<file path="src/rtl/seven_seg_pkg.sv">
// Shared types and constants for the two-digit seven-segment scan driver.
package seven_seg_pkg;

  localparam int unsigned CNT_W = 20;
  typedef logic [CNT_W-1:0] cnt_t;

  typedef enum logic [1:0] {
    GAP_ONES,
    SHOW_ONES,
    GAP_TENS,
    SHOW_TENS
  } state_t;

  localparam logic [6:0] SEG_ZERO = 7'h3F;
  localparam logic [6:0] SEG_OFF  = 7'h00;

  localparam int TENS_MSB = 13;
  localparam int TENS_LSB = 7;
  localparam int ONES_MSB = 6;
  localparam int ONES_LSB = 0;

  function automatic state_t next_phase(state_t s);
    case (s)
      GAP_ONES:  return SHOW_ONES;
      SHOW_ONES: return GAP_TENS;
      GAP_TENS:  return SHOW_TENS;
      default:   return GAP_ONES;
    endcase
  endfunction

  function automatic logic is_gap(state_t s);
    return (s == GAP_ONES) || (s == GAP_TENS);
  endfunction

endpackage

</file>
<file path="src/rtl/seven_segment_scan_driver_if.sv">
// Encoder-side word input and display-side scan outputs of the scan driver.
interface seven_segment_scan_driver_if;
  logic [13:0] Seg_In;
  logic        Seg_Valid;
  logic        Blank_Lz;
  logic [6:0]  Seg_Out;
  logic [1:0]  Digit_En;
  logic        Frame_Done;

  modport master (
    output Seg_In, Seg_Valid, Blank_Lz,
    input  Seg_Out, Digit_En, Frame_Done
  );

  modport slave (
    input  Seg_In, Seg_Valid, Blank_Lz,
    output Seg_Out, Digit_En, Frame_Done
  );
endinterface

</file>
<file path="src/rtl/scan_phase_timer.sv">
// Phase counter that restarts itself on its own terminal count; also reports whether the
// following cycle will be the last one of its phase so callers can register that flag.
module scan_phase_timer
  import seven_seg_pkg::*;
(
  input  logic Clk,
  input  logic Rst_n,
  input  cnt_t len,       // length of the phase in progress
  input  cnt_t len_next,  // length of the phase the next cycle belongs to
  output logic last,
  output logic last_next
);

  cnt_t count_q, count_d;

  always_comb begin
    last      = (count_q == len - cnt_t'(1));
    count_d   = last ? '0 : count_q + cnt_t'(1);
    last_next = (count_d == len_next - cnt_t'(1));
  end

  always_ff @(posedge Clk) begin
    if (!Rst_n) begin
      count_q <= '0;
    end else begin
      count_q <= count_d;
    end
  end

endmodule

</file>
<file path="src/rtl/seven_segment_scan_driver.sv">
// Two-digit multiplexed seven-segment driver with dead time and frame-aligned word updates.
module seven_segment_scan_driver
  import seven_seg_pkg::*;
#(
  parameter int unsigned REFRESH_DIV      = 50000,
  parameter int unsigned DEAD_CYCLES      = 2,
  parameter bit          SEG_ACTIVE_LOW   = 1'b1,
  parameter bit          DIGIT_ACTIVE_LOW = 1'b1
) (
  input logic                        Clk,
  input logic                        Rst_n,
  seven_segment_scan_driver_if.slave bus
);

  // Output registers hold the idle pattern XOR'ed with active-high data.
  localparam logic [6:0] SEG_IDLE = SEG_ACTIVE_LOW ? ~SEG_OFF : SEG_OFF;
  localparam logic [1:0] DIG_IDLE = DIGIT_ACTIVE_LOW ? 2'b11 : 2'b00;

  state_t      state_q, state_d;
  logic [13:0] shadow_q, shadow_d;
  logic [13:0] display_q, display_d;
  logic        pending_q, pending_d;
  logic        last, last_next, boundary;
  cnt_t        len_cur, len_nxt;

  logic [6:0]  seg_nxt, seg_q;
  logic [1:0]  en_nxt, en_q;
  logic        fd_nxt, fd_q;
  logic [6:0]  tens_pat;

  function automatic cnt_t phase_len(state_t s);
    return is_gap(s) ? cnt_t'(DEAD_CYCLES) : cnt_t'(REFRESH_DIV);
  endfunction

  scan_phase_timer u_timer (
    .Clk       (Clk),
    .Rst_n     (Rst_n),
    .len       (len_cur),
    .len_next  (len_nxt),
    .last      (last),
    .last_next (last_next)
  );

  always_comb begin
    len_cur  = phase_len(state_q);
    state_d  = last ? next_phase(state_q) : state_q;
    len_nxt  = phase_len(state_d);
    boundary = (state_q == SHOW_TENS) && last;
  end

  always_comb begin
    shadow_d  = shadow_q;
    pending_d = pending_q;
    display_d = display_q;
    if (bus.Seg_Valid) begin
      shadow_d  = bus.Seg_In;
      pending_d = 1'b1;
    end
    // A strobe on the boundary cycle bypasses the shadow and lands in the next frame.
    if (boundary) begin
      if (bus.Seg_Valid) begin
        display_d = bus.Seg_In;
      end else if (pending_q) begin
        display_d = shadow_q;
      end
      pending_d = 1'b0;
    end
  end

  always_comb begin
    seg_nxt  = SEG_OFF;
    en_nxt   = 2'b00;
    tens_pat = display_q[TENS_MSB:TENS_LSB];
    case (state_d)
      SHOW_ONES: begin
        en_nxt  = 2'b01;
        seg_nxt = display_q[ONES_MSB:ONES_LSB];
      end
      SHOW_TENS: begin
        en_nxt  = 2'b10;
        seg_nxt = (bus.Blank_Lz && (tens_pat == SEG_ZERO)) ? SEG_OFF : tens_pat;
      end
      default: ;
    endcase
    fd_nxt = (state_d == SHOW_TENS) && last_next;
  end

  always_ff @(posedge Clk) begin
    if (!Rst_n) begin
      state_q   <= GAP_ONES;
      shadow_q  <= '0;
      display_q <= '0;
      pending_q <= 1'b0;
      seg_q     <= SEG_IDLE;
      en_q      <= DIG_IDLE;
      fd_q      <= 1'b0;
    end else begin
      state_q   <= state_d;
      shadow_q  <= shadow_d;
      display_q <= display_d;
      pending_q <= pending_d;
      seg_q     <= seg_nxt ^ SEG_IDLE;
      en_q      <= en_nxt ^ DIG_IDLE;
      fd_q      <= fd_nxt;
    end
  end

  assign bus.Seg_Out    = seg_q;
  assign bus.Digit_En   = en_q;
  assign bus.Frame_Done = fd_q;

endmodule

</file>
<file path="src/flat_wrapper.sv">
// flat-port wrapper written by rule: the top's interface ports become plain ports
module seven_segment_scan_driver_flat import seven_seg_pkg::*;
#(
  parameter int unsigned REFRESH_DIV      = 50000,
  parameter int unsigned DEAD_CYCLES      = 2,
  parameter bit          SEG_ACTIVE_LOW   = 1'b1,
  parameter bit          DIGIT_ACTIVE_LOW = 1'b1
)
  (Clk, Rst_n, bus_Seg_In, bus_Seg_Valid, bus_Blank_Lz, bus_Seg_Out, bus_Digit_En, bus_Frame_Done);
  seven_segment_scan_driver_if bus_i ();
  input logic Clk;
  input logic Rst_n;
  input wire logic [$bits(bus_i.Seg_In)-1:0] bus_Seg_In;
  input wire logic [$bits(bus_i.Seg_Valid)-1:0] bus_Seg_Valid;
  input wire logic [$bits(bus_i.Blank_Lz)-1:0] bus_Blank_Lz;
  output wire logic [$bits(bus_i.Seg_Out)-1:0] bus_Seg_Out;
  output wire logic [$bits(bus_i.Digit_En)-1:0] bus_Digit_En;
  output wire logic [$bits(bus_i.Frame_Done)-1:0] bus_Frame_Done;
  assign bus_i.Seg_In = bus_Seg_In;
  assign bus_i.Seg_Valid = bus_Seg_Valid;
  assign bus_i.Blank_Lz = bus_Blank_Lz;
  assign bus_Seg_Out = bus_i.Seg_Out;
  assign bus_Digit_En = bus_i.Digit_En;
  assign bus_Frame_Done = bus_i.Frame_Done;
  seven_segment_scan_driver #(.REFRESH_DIV(REFRESH_DIV), .DEAD_CYCLES(DEAD_CYCLES), .SEG_ACTIVE_LOW(SEG_ACTIVE_LOW), .DIGIT_ACTIVE_LOW(DIGIT_ACTIVE_LOW)) u_core (.Clk(Clk), .Rst_n(Rst_n), .bus(bus_i));
endmodule
</file>
<file path="config.mk">
export PLATFORM = sky130hd
export DESIGN_NAME = seven_segment_scan_driver_flat
export DESIGN_NICKNAME = d
export VERILOG_FILES = /design/src/rtl/seven_seg_pkg.sv /design/src/rtl/seven_segment_scan_driver_if.sv /design/src/rtl/scan_phase_timer.sv /design/src/rtl/seven_segment_scan_driver.sv /design/src/flat_wrapper.sv
export SDC_FILE = /design/constraint.sdc
export NUM_CORES = 1
export LEC_CHECK = 0
export ABC_CLOCK_PERIOD_IN_PS = 3910
export CAP_MARGIN = 20
export CORE_MARGIN = 3
export CORE_UTILIZATION = 40
export DETAILED_ROUTE_END_ITERATION = 16
export SETUP_SLACK_MARGIN = 0.2
export SKIP_LAST_GASP = 1
export SLEW_MARGIN = 20
export SYNTH_ARGS = -nofsm -noshare
export SYNTH_HDL_FRONTEND = slang
export SYNTH_SLANG_ARGS = --single-unit
</file>
<file path="constraint.sdc">
create_clock -name Clk -period 3.91 [get_ports Clk]
set_input_delay 0.782 -clock Clk [delete_from_list [all_inputs] [get_ports Clk]]
set_output_delay 0.782 -clock Clk [all_outputs]
set_load 0.01 [all_outputs]
</file>
==> report_table.html <==
<table>
<tr><th>Metric</th><th>Value</th></tr>
<tr><th colspan="2">Worst setup path</th></tr>
<tr><td>Critical path endpoint category</td><td>flop</td></tr>
<tr><td>Arrival time of data at the critical path endpoint</td><td>2.75 ns</td></tr>
<tr><td>Largest driver fanout on the critical path</td><td>8</td></tr>
<tr><td>Cells traversed along the worst timing path</td><td>inv_1 &gt; ha_1 &gt; nor4b_1 &gt; o2111a_1 &gt; mux2i_1 &gt; a32oi_1</td></tr>
<tr><td>Type of the worst setup path</td><td>flop to flop</td></tr>
<tr><td>Critical Path Slowest Stage Cell</td><td>mux2i_1</td></tr>
<tr><td>Worst path required time</td><td>4.10 ns</td></tr>
<tr><td>CP max stage delay</td><td>0.52 ns</td></tr>
<tr><td>Buffer and inverter count on the worst path</td><td>1</td></tr>
<tr><td>Startpoint type of the worst setup path</td><td>flop</td></tr>
<tr><td>Cell class contributing the biggest share of worst-path delay</td><td>compound AO/OA/AOI/OAI gates</td></tr>
<tr><th colspan="2">STA</th></tr>
<tr><td>Clock skew after layout</td><td>between 0.005 and 0.006 ns</td></tr>
<tr><td>Accumulated negative setup slack</td><td>0 ns</td></tr>
<tr><td>Share of the clock period used by the worst path</td><td>65.3%</td></tr>
<tr><td>Setup Viol. Count Final</td><td>0</td></tr>
<tr><td>RSZ-0062 raised after global routing</td><td>false</td></tr>
<tr><td>Slew @ Worst Pin</td><td>0.690 ns</td></tr>
<tr><td>Post-layout minimum cycle time</td><td>2.55 ns</td></tr>
<tr><td>Max Slew Vio Count</td><td>0</td></tr>
<tr><td>Max-Slew Margin vs Limit</td><td>53.8%</td></tr>
<tr><td>Total count of hold-check failures in the final report</td><td>0</td></tr>
<tr><td>Slack of the critical path</td><td>1.36 ns</td></tr>
<tr><td>Max frequency</td><td>392 MHz</td></tr>
<tr><th colspan="2">CTS</th></tr>
<tr><td>CTS max path bufs</td><td>2</td></tr>
<tr><td>TritonCTS clock tree</td><td>yes</td></tr>
<tr><td>Setup fix buffers added after clock tree synthesis</td><td>0</td></tr>
<tr><td>Cts bufs inserted</td><td>9</td></tr>
<tr><td>Root buffer cell</td><td>clkbuf_8</td></tr>
<tr><td>Post-cts resize count</td><td>0</td></tr>
<tr><td>Number of clock sinks</td><td>61</td></tr>
<tr><td>Hold bufs inserted after CTS</td><td>0</td></tr>
<tr><td>Clock insertion delay at the later pin of the skew report</td><td>0.34 ns</td></tr>
<tr><td>Post-CTS clock slew at the launch and capture registers of the worst setup and hold paths</td><td>~0.07 ns</td></tr>
<tr><td>Depth of the CTS H-tree</td><td>3</td></tr>
<tr><th colspan="2">Die</th></tr>
<tr><td>Core Rows</td><td>30</td></tr>
<tr><td>Boundary Pins</td><td>28</td></tr>
<tr><td>Starting density of the core</td><td>a little over 40%</td></tr>
<tr><td>Area of the core region</td><td>6830 um^2</td></tr>
<tr><td>Horiz. Die Dim</td><td>90.2 um</td></tr>
<tr><td>Height of the chip</td><td>90.2 um</td></tr>
<tr><td>Die ar.</td><td>between 8000 and 9000 um^2</td></tr>
<tr><th colspan="2">Cells and area</th></tr>
<tr><td>Footprint of the flip-flops and latches</td><td>about 1200 um^2</td></tr>
<tr><td>P&amp;R area growth vs syn</td><td>20.0%</td></tr>
<tr><td>Count of filler cells inserted in the layout</td><td>approximately 650</td></tr>
<tr><td>Layout cell share with drive strength beyond 1</td><td>a little over an eighth</td></tr>
<tr><td>Combined area of the multi-input logic cells</td><td>1500 um^2</td></tr>
<tr><td>Post-route core utilization</td><td>49.7%</td></tr>
<tr><td>Antenna Diode Count</td><td>0</td></tr>
<tr><td># nets final</td><td>336</td></tr>
<tr><th colspan="2">Logic synthesis</th></tr>
<tr><td>Main area contributors after synthesis</td><td>dfxtp_1, mux2i_1, mux2_4</td></tr>
<tr><td>Yosys warning total</td><td>0</td></tr>
<tr><td>EDFF count, synth</td><td>0</td></tr>
<tr><td>Number of instances in the synthesized netlist</td><td>around 290</td></tr>
<tr><td>Top-area cell type share of the netlist area</td><td>a little over two fifths</td></tr>
<tr><td>Unique cell type count in the Yosys netlist</td><td>48</td></tr>
<tr><td>Most frequently used cell type in the post-synthesis netlist</td><td>dfxtp_1</td></tr>
<tr><td>Top FF cell, synth</td><td>dfxtp_1</td></tr>
<tr><td>Flop and latch count out of synthesis</td><td>61</td></tr>
<tr><td>Sequential cell area fraction in the yosys report</td><td>a little over two fifths</td></tr>
<tr><td>Synth async-reset ratio</td><td>0%</td></tr>
<tr><td>Number of nets produced by synthesis</td><td>between 300 and 400</td></tr>
<tr><td>Mapped Area</td><td>2830 um^2</td></tr>
<tr><td>Cell type with the highest aggregate area in the netlist</td><td>dfxtp_1</td></tr>
<tr><td>Top cell types by occurrence after synthesis</td><td>dfxtp_1, nor2_1, and2_1, nand2_1, mux2i_1</td></tr>
<tr><td>Synthesized area per cell</td><td>9.87 um^2</td></tr>
<tr><th colspan="2">Pwr</th></tr>
<tr><td>Total power density per cell area</td><td>479 nW/um^2</td></tr>
<tr><td>Largest voltage drop on the vdd net</td><td>0.000251 V</td></tr>
<tr><td>Leakage dissipation</td><td>0.00129 uW</td></tr>
<tr><th colspan="2">Routing</th></tr>
<tr><td>Average vias per placed instance</td><td>around 5</td></tr>
<tr><td>DRC errors left</td><td>0</td></tr>
<tr><td>1st-pass router iterations</td><td>4</td></tr>
<tr><td>Total via count after detailed routing</td><td>2073</td></tr>
<tr><td>Final WL</td><td>5.86 mm</td></tr>
<tr><td>Routed length per instance</td><td>14.1 um</td></tr>
<tr><td>Final antenna-violating net count</td><td>0</td></tr>
<tr><td>First DRT Iteration DRCs</td><td>78</td></tr>
<tr><th colspan="2">Global routing</th></tr>
<tr><td>Overflow left after global routing</td><td>0</td></tr>
<tr><td>Total routing resource utilization after global routing</td><td>15.4%</td></tr>
<tr><td>GR met3 Demand/Resource</td><td>5.27%</td></tr>
<tr><td>Vias in the first global route</td><td>between 2000 and 2500</td></tr>
<tr><td>Routing usage on met2</td><td>24.6%</td></tr>
<tr><td>Pin count of the biggest net entering global routing</td><td>40</td></tr>
<tr><td>Met1 GRT Util</td><td>19.2%</td></tr>
<tr><td>GR peak layer</td><td>met2</td></tr>
<tr><td>Initial antenna violation count</td><td>0</td></tr>
<tr><td>Global-route wire length before repair</td><td>10.1 mm</td></tr>
<tr><th colspan="2">Placement</th></tr>
<tr><td>Buffers on Ports</td><td>27</td></tr>
<tr><td>HPWL reported at the end of detailed placement</td><td>3.97 mm</td></tr>
<tr><td>Pre-CTS setup slack</td><td>1.11 ns</td></tr>
<tr><td>Final weighted congestion in routability-driven placement</td><td>0.794</td></tr>
<tr><th colspan="2">Hold path</th></tr>
<tr><td>Class of the tightest hold or removal check</td><td>flop to flop</td></tr>
<tr><th colspan="2">Job</th></tr>
<tr><td>Max cap viols</td><td>0</td></tr>
<tr><th colspan="2">Run status</th></tr>
<tr><td>Outcome</td><td>complete, no violations</td></tr>
</table>
-- final timing paths --
kind,cells past startpoint,to,slack [ns],from
setup reg to reg,6,u_core.bus.Seg_Out[5],1.36,u_core.state_q[0]
setup / recovery,6,u_core.bus.Seg_Out[5],1.36,u_core.state_q[0]
hold / removal,1,u_core.bus.Seg_Out[4],0.45,u_core.display_q[4]
hold reg to reg,1,u_core.bus.Seg_Out[4],0.45,u_core.display_q[4]
-- worst reg2reg max path: stages, from the launching register on --
cell and delay (ns):
dfxtp_1 0.51, inv_1 0.11, ha_1 0.22, nor4b_1 0.40
o2111a_1 0.45, mux2i_1 0.53, a32oi_1 0.19
-- cells in the final DEF, fill, tap and decap left out, types with 5 or more instances in the layout --
cell type | Yosys | final
dfxtp_1 | 61 | 61
mux2_2 | 5 | 5
a21oi_1 | 6 | 6
clkbuf_8 | 0 | 9
inv_1 | 9 | 9
nand4_1 | 5 | 5
ha_1 | 5 | 5
mux2_4 | 10 | 10
nor3_1 | 8 | 8
nor2_1 | 22 | 22
nor2b_1 | 14 | 14
xor2_1 | 6 | 6
xnor2_1 | 14 | 14
nand2_1 | 17 | 17
nor4_1 | 6 | 6
and2_1 | 18 | 18
nand3_1 | 8 | 8
mux2i_1 | 16 | 16
clkdlybuf4s50_1 | 0 | 27
a32oi_1 | 6 | 6
-- final cells by class --
class	instances	area share [%]
clock buffer	10	3.76
clock inverter	6	3.28
inverter	9	0.994
multi-input combinational	203	44.1
sequential	61	35.9
tap	96	3.53
timing repair buffer	29	8.39
-- power breakdown --
| part | switching [uW] | leakage, uW | total [uW] | internal [uW] |
|---|---|---|---|---|
| clock | 256 | 0.000116 | 679 | 423 |
| combinational | 136 | 0.000675 | 252 | 116 |
| sequential | 40.7 | 0.000496 | 695 | 655 |
| total | 433 | 0.00129 | 1630 | 1190 |
-- per-stage QoR --
stage,power (uW),area (um^2),cells,hold slack [ns]
global route,1710,3400,414,0.476
CTS,1650,3400,414,0.457
detailed placement,963,3160,398,0.436
global placement,959,3160,398,0.433
finish,1630,3400,414,0.453
floorplan,897,2830,287,0.397
-- layer usage --
layer | wire [um] | vias up
met2 | 2740 | 37
met3 | 205 | 10
li1 | - | 1065
met5 | 0 | -
met4 | 94 | 0
met1 | 2820 | 961
-- logic make-up after synthesis --
| group | synth area share [%] |
|---|---|
| AND/OR/NAND/NOR | 23.6 |
| flip-flops | 43.1 |
| multiplexers | 12.9 |
| AO/OA/AOI/OAI | 7.99 |
| buffers and inverters | 3.97 |
| XOR/XNOR | 6.18 |
| adder cells (fa/ha/maj) | 2.21 |
-- state kept, by name, indices dropped and copies added, names as in the netlist --
register and count:
u_core.u_timer.count_q 20, u_core.display_q 14, u_core.shadow_q 14, u_core.bus.Seg_Out 7, u_core.bus.Digit_En 2, u_core.state_q 2
u_core.bus.Frame_Done 1, u_core.pending_q 1
No activity file was read; power rests on OpenSTA's default activity.
==> RTL edit 1, RTL diff (same settings) <==
Encoding of `state_t`: now one-hot (4 bits for 4 states).
--- a/src/rtl/seven_seg_pkg.sv
+++ b/src/rtl/seven_seg_pkg.sv
@@ -6,7 +6,7 @@
 
-  typedef enum logic [1:0] {
-    GAP_ONES,
-    SHOW_ONES,
-    GAP_TENS,
-    SHOW_TENS
+  typedef enum logic [3:0] {
+    GAP_ONES  = 4'b0001,
+    SHOW_ONES = 4'b0010,
+    GAP_TENS  = 4'b0100,
+    SHOW_TENS = 4'b1000
   } state_t;
Behaviour: no difference found for any inputs over 10 cycles, from zero or initial values and one cycle with Rst_n low; not proved beyond that.
==> RTL edit 1 against the original RTL <==
Fmax is 2.5% higher; largest power group unchanged; worst setup slack gained 0.061 ns; sequential power fell by 3.0%; routed wire length grew 1.3%; sequential share of layout area is 1.0 points higher; area after synthesis up 3.4%; cell area rose by 0.44%; final cell count up 1.9%; non-clock buffer count is 2 higher; sequential cell count is 2 higher; power shrank 20%; highest routed layer unchanged.
==> RTL edit 1: results (changes against the original RTL) <==
synthesis:
  synth_area_sq_mm: 0.002929  # +3.4%
  ys_seq_area_share_pct: 43.06  # -0.051 points
  synth_nets: 317  # +2.3%
  ys.flop_type: "dfxtp_1"
  synth_commonest_cells: "dfxtp_1, and2_1, nor2b_1"
  synthArstFlopShare_pct: 0  # unchanged
  yosys-top-cells-area: "dfxtp_1, mux2i_1, mux2_2"
  yosys_warnings: 0  # unchanged
  yosysUniqueCellTypes: 50  # +4.2%
layout:
  num_antenna_cells: 0  # unchanged
  top_regs: "u_core.u_timer.count_q x20, u_core.display_q x14, u_core.shadow_q x14"
  drive_above_1_share_pct: 13.19  # -0.33 points
  nets: 341  # +1.5%
clock_tree:
  cts.repair.resized: 0  # unchanged
  cts-root-buf: "clkbuf_8"
  cts_max_path_buffers: 2  # unchanged
  worstSkewPairLatency_ns: 0.34  # about the same
  htree_levels: 3  # unchanged
  clk_pin_slew_worst_paths_ns: 0.07  # about the same
  cts-buffers-inserted: 9  # unchanged
  postCtsSetupBuffers: 0  # unchanged
power:
  internal_power_w: 0.0009551  # -20%
  p_leak_nw: 1.343  # +4.3%
  peakVddDrop_v: 0.0001888  # -25%
global_route:
  grt_pass1_vias: 2073  # +0.048%
  grt_max_degree: 35  # -13%
  antenna_found_initial: 0  # unchanged
  gr-usage-met3_pct: 3.314  # -2.0 points
  met2_usage_pct: 21.97  # -2.6 points
  grt_pass1_wl_mm: 10.18  # +1.2%
  grt.met1_usage_pct: 21.43  # +2.2 points
  track_usage_pct: 15.29  # -0.066 points
outcome:
  status: "complete, no violations"
sta:
  final.setup_skew_ns: 0.01072  # +0.005176 ns
  maxSlewHeadroom_pct: 52.51  # -1.2 points
critical_path:
  cp.arrival_ns: 2.69  # -0.06 ns
  startpoint: "u_core.state_q[0]"
  path_max_fanout: 9  # +1
hold_path:
  hp-start: "u_core.display_q[5]"
  hp-class: "flip-flop to flip-flop"
placed_design:
  gp_congestion: 0.9191  # +16%
  dp_hpwl_mm: 4.256  # +7.3%
  numPortBuffers: 27  # unchanged
  dpl_worst_slack_ns: 1.310  # +0.1958 ns
detailed_routing:
  vias: 2176  # +5.0%
  wirelength_mm: 5.934  # +1.3%
  first_iter_violations: 75  # -3.8%
  first_pass_iters: 4  # unchanged
[RTL edit 1: cell count changes in the layout (fill, tap and decap cells not counted), moves of 7 or more]
cell and change:
a22oi_1 +7, and3_1 +14, nor2_1 -7, mux2_2 +9, inv_1 -7, mux2_4 -10
[RTL edit 1: power by group through the flow]
stage / Clock [W] / Sequential [W] / Combinational, W
6_report: 0.000476 / 0.000674 / 0.000144
3_5_place_dp: 0 / 0.000688 / 0.000146
2_1_floorplan: 0 / 0.000681 / 0.000112
4_1_cts: 0.000497 / 0.000674 / 0.000146
5_1_grt: 0.000519 / 0.000676 / 0.000160
3_3_place_gp: 0 / 0.000688 / 0.000146
[RTL edit 1: final timing paths]
| kind | to | cells past startpoint | slack (ns) |
|---|---|---|---|
| worst max-delay path | u_core.bus.Seg_Out[0] | 7 | 1.42 |
| worst min-delay path | u_core.display_q[5] | 2 | 0.51 |
| worst max register to register | u_core.bus.Seg_Out[0] | 7 | 1.42 |
| worst min register to register | u_core.display_q[5] | 2 | 0.51 |
[RTL edit 1: metal layers]
layer	part of all wire, %	routed length [um]
met4	2.0	119
met1	50	2942
met3	4.2	248
met2	44	2624
met5	0	0
[RTL edit 1: per-stage QoR]
step	utilization (%)	instances	cell area, sq um
floorplan	-	298	2929
global placement	46.81	407	3251
detailed placement	46.81	407	3251
CTS	49.15	422	3413
global route	49.15	422	3413
finish	49.15	422	3413
[RTL edit 1: cells by family (layout without fill, tap and decap cells)]
family	Yosys count	in the layout	synth area share [%]
and+or+nand+nor	134	134	27.42
DFF	63	63	43.06
muxes	34	34	12.34
AOI/OAI and AO/OA	26	26	7.305
buffers and inverters	21	49	3.759
xor gates and xnor gates	19	19	5.681
adders and majority gates	1	1	0.4271
[RTL edit 1: critical path: stages (launching register included)]
cell     delay [ns]
dfxtp_1        0.51
xor2_1         0.31
and4_1         0.27
o21a_1         0.41
mux2i_1        0.40
inv_2          0.07
nor2_2         0.25
a22oi_1        0.13
[RTL edit 1: final cells by class]
class	instances	area, sq um
clock buffers	9	123.9
clock inverters	6	38.79
fillers	673	3531
inverters	3	11.26
multi-input cells	214	1558
flip-flops and latches	63	1261
well taps	96	120.1
repair buffers	31	300.3
==> RTL edit 2, RTL diff (same flow settings) <==
Without the edit above. `DIGIT_ACTIVE_LOW` is set to 1'b1 in 2 places; all go to 1'b0.
--- a/src/rtl/seven_segment_scan_driver.sv
+++ b/src/rtl/seven_segment_scan_driver.sv
@@ -7,3 +7,3 @@
   parameter bit          SEG_ACTIVE_LOW   = 1'b1,
-  parameter bit          DIGIT_ACTIVE_LOW = 1'b1
+  parameter bit          DIGIT_ACTIVE_LOW = 1'b0
 ) (
--- a/src/flat_wrapper.sv
+++ b/src/flat_wrapper.sv
@@ -6,3 +6,3 @@
   parameter bit          SEG_ACTIVE_LOW   = 1'b1,
-  parameter bit          DIGIT_ACTIVE_LOW = 1'b1
+  parameter bit          DIGIT_ACTIVE_LOW = 1'b0
 )
Check against the original RTL: not equivalent (a bounded check fails within 4 cycles, from zero or initial values and one cycle with Rst_n low).
==> RTL edit 2 against the original RTL <==
Power is 21% lower; synthesized cell count rose by 9.8%; cell area grew 1.5%; largest power group unchanged; sequential cell count stayed put; worst setup slack got worse by 0.27 ns; routed wire length rose by 2.1%; highest routed layer unchanged; count of clock-buffer cells in the layout is 1 lower; area after synthesis grew 5.7%.
==> RTL edit 2: results (changes against the original RTL) <==
critical_path:
  cp_slowest_stage_delay_ns: 0.54  # +0.02 ns
  crit_family: "simple AND/OR/NAND/NOR gates"
  crit_path_top_delay_cell: "dfxtp_1"
  reg2regPathDepth: 7  # +1
  timing.rr.end: "u_core.bus.Frame_Done"
  path_max_fanout: 21  # +13
hold_path:
  min_to: "u_core.u_timer.count_q[0]"
outcome:
  status: "complete, no violations"
placed_design:
  gp_congestion: 0.8160  # +2.8%
sta:
  final.setup_skew_ns: 0.008158  # +0.002611 ns
  maxSlewHeadroom_pct: 42.70  # -11 points
  timing.hold.ws_ns: 0.4860  # +0.03319 ns
detailed_routing:
  wl_met3_um: 239  # +17%
  first_iter_violations: 145  # +86%
  wl_met1_mm: 3.170  # +13%
  avgViaCountPerCell: 5.046  # +0.77%
global_route:
  track_usage_pct: 14.97  # -0.38 points
  grt_pass1_vias: 2023  # -2.4%
  gr-usage-met3_pct: 4.143  # -1.1 points
  grt_max_degree: 25  # -38%
layout:
  clock_buffers: 9  # -1
  multi_input_cells: 225  # +11%
  drive_above_1_share_pct: 13.20  # -0.33 points
  buffer_area_share_pct: 8.273  # -0.12 points
synthesis:
  yosys-top-cells-area: "dfxtp_1, mux2i_1, nor2_1"
  synthAdderAreaFrac_pct: 1.672  # -0.54 points
  synth_xor_area_share_pct: 5.850  # -0.33 points
power:
  peakVddDrop_v: 0.0002660  # +6.1%
  internal_power_w: 0.0009377  # -21%
  p_seq_share_pct: 50.4  # +7.7 points
## RTL edit 2: worst max path at each step
stage	from	cells past startpoint	slack [ns]	to
2_1_floorplan	u_core.state_q[1]	10	1.55	u_core.display_q[10]
3_3_place_gp	Rst_n	4	1.08	u_core.bus.Seg_Out[5]
3_5_place_dp	Rst_n	4	0.97	u_core.bus.Seg_Out[5]
4_1_cts	u_core.state_q[0]	7	1.05	u_core.bus.Frame_Done
5_1_grt	u_core.state_q[0]	7	0.87	u_core.bus.Frame_Done
6_report	u_core.state_q[0]	7	1.09	u_core.bus.Frame_Done
## RTL edit 2: stage by stage
| step | instances | cell area [sq um] | total power, W | util [%] |
|---|---|---|---|---|
| after floorplan | 315 | 2994 | 0.0007909 | - |
| after global placement | 421 | 3273 | 0.0008126 | 46.63 |
| after detailed placement | 421 | 3273 | 0.0008152 | 46.63 |
| after CTS | 437 | 3448 | 0.001311 | 49.13 |
| after global routing | 437 | 3448 | 0.001355 | 49.13 |
| final | 437 | 3448 | 0.001293 | 49.13 |
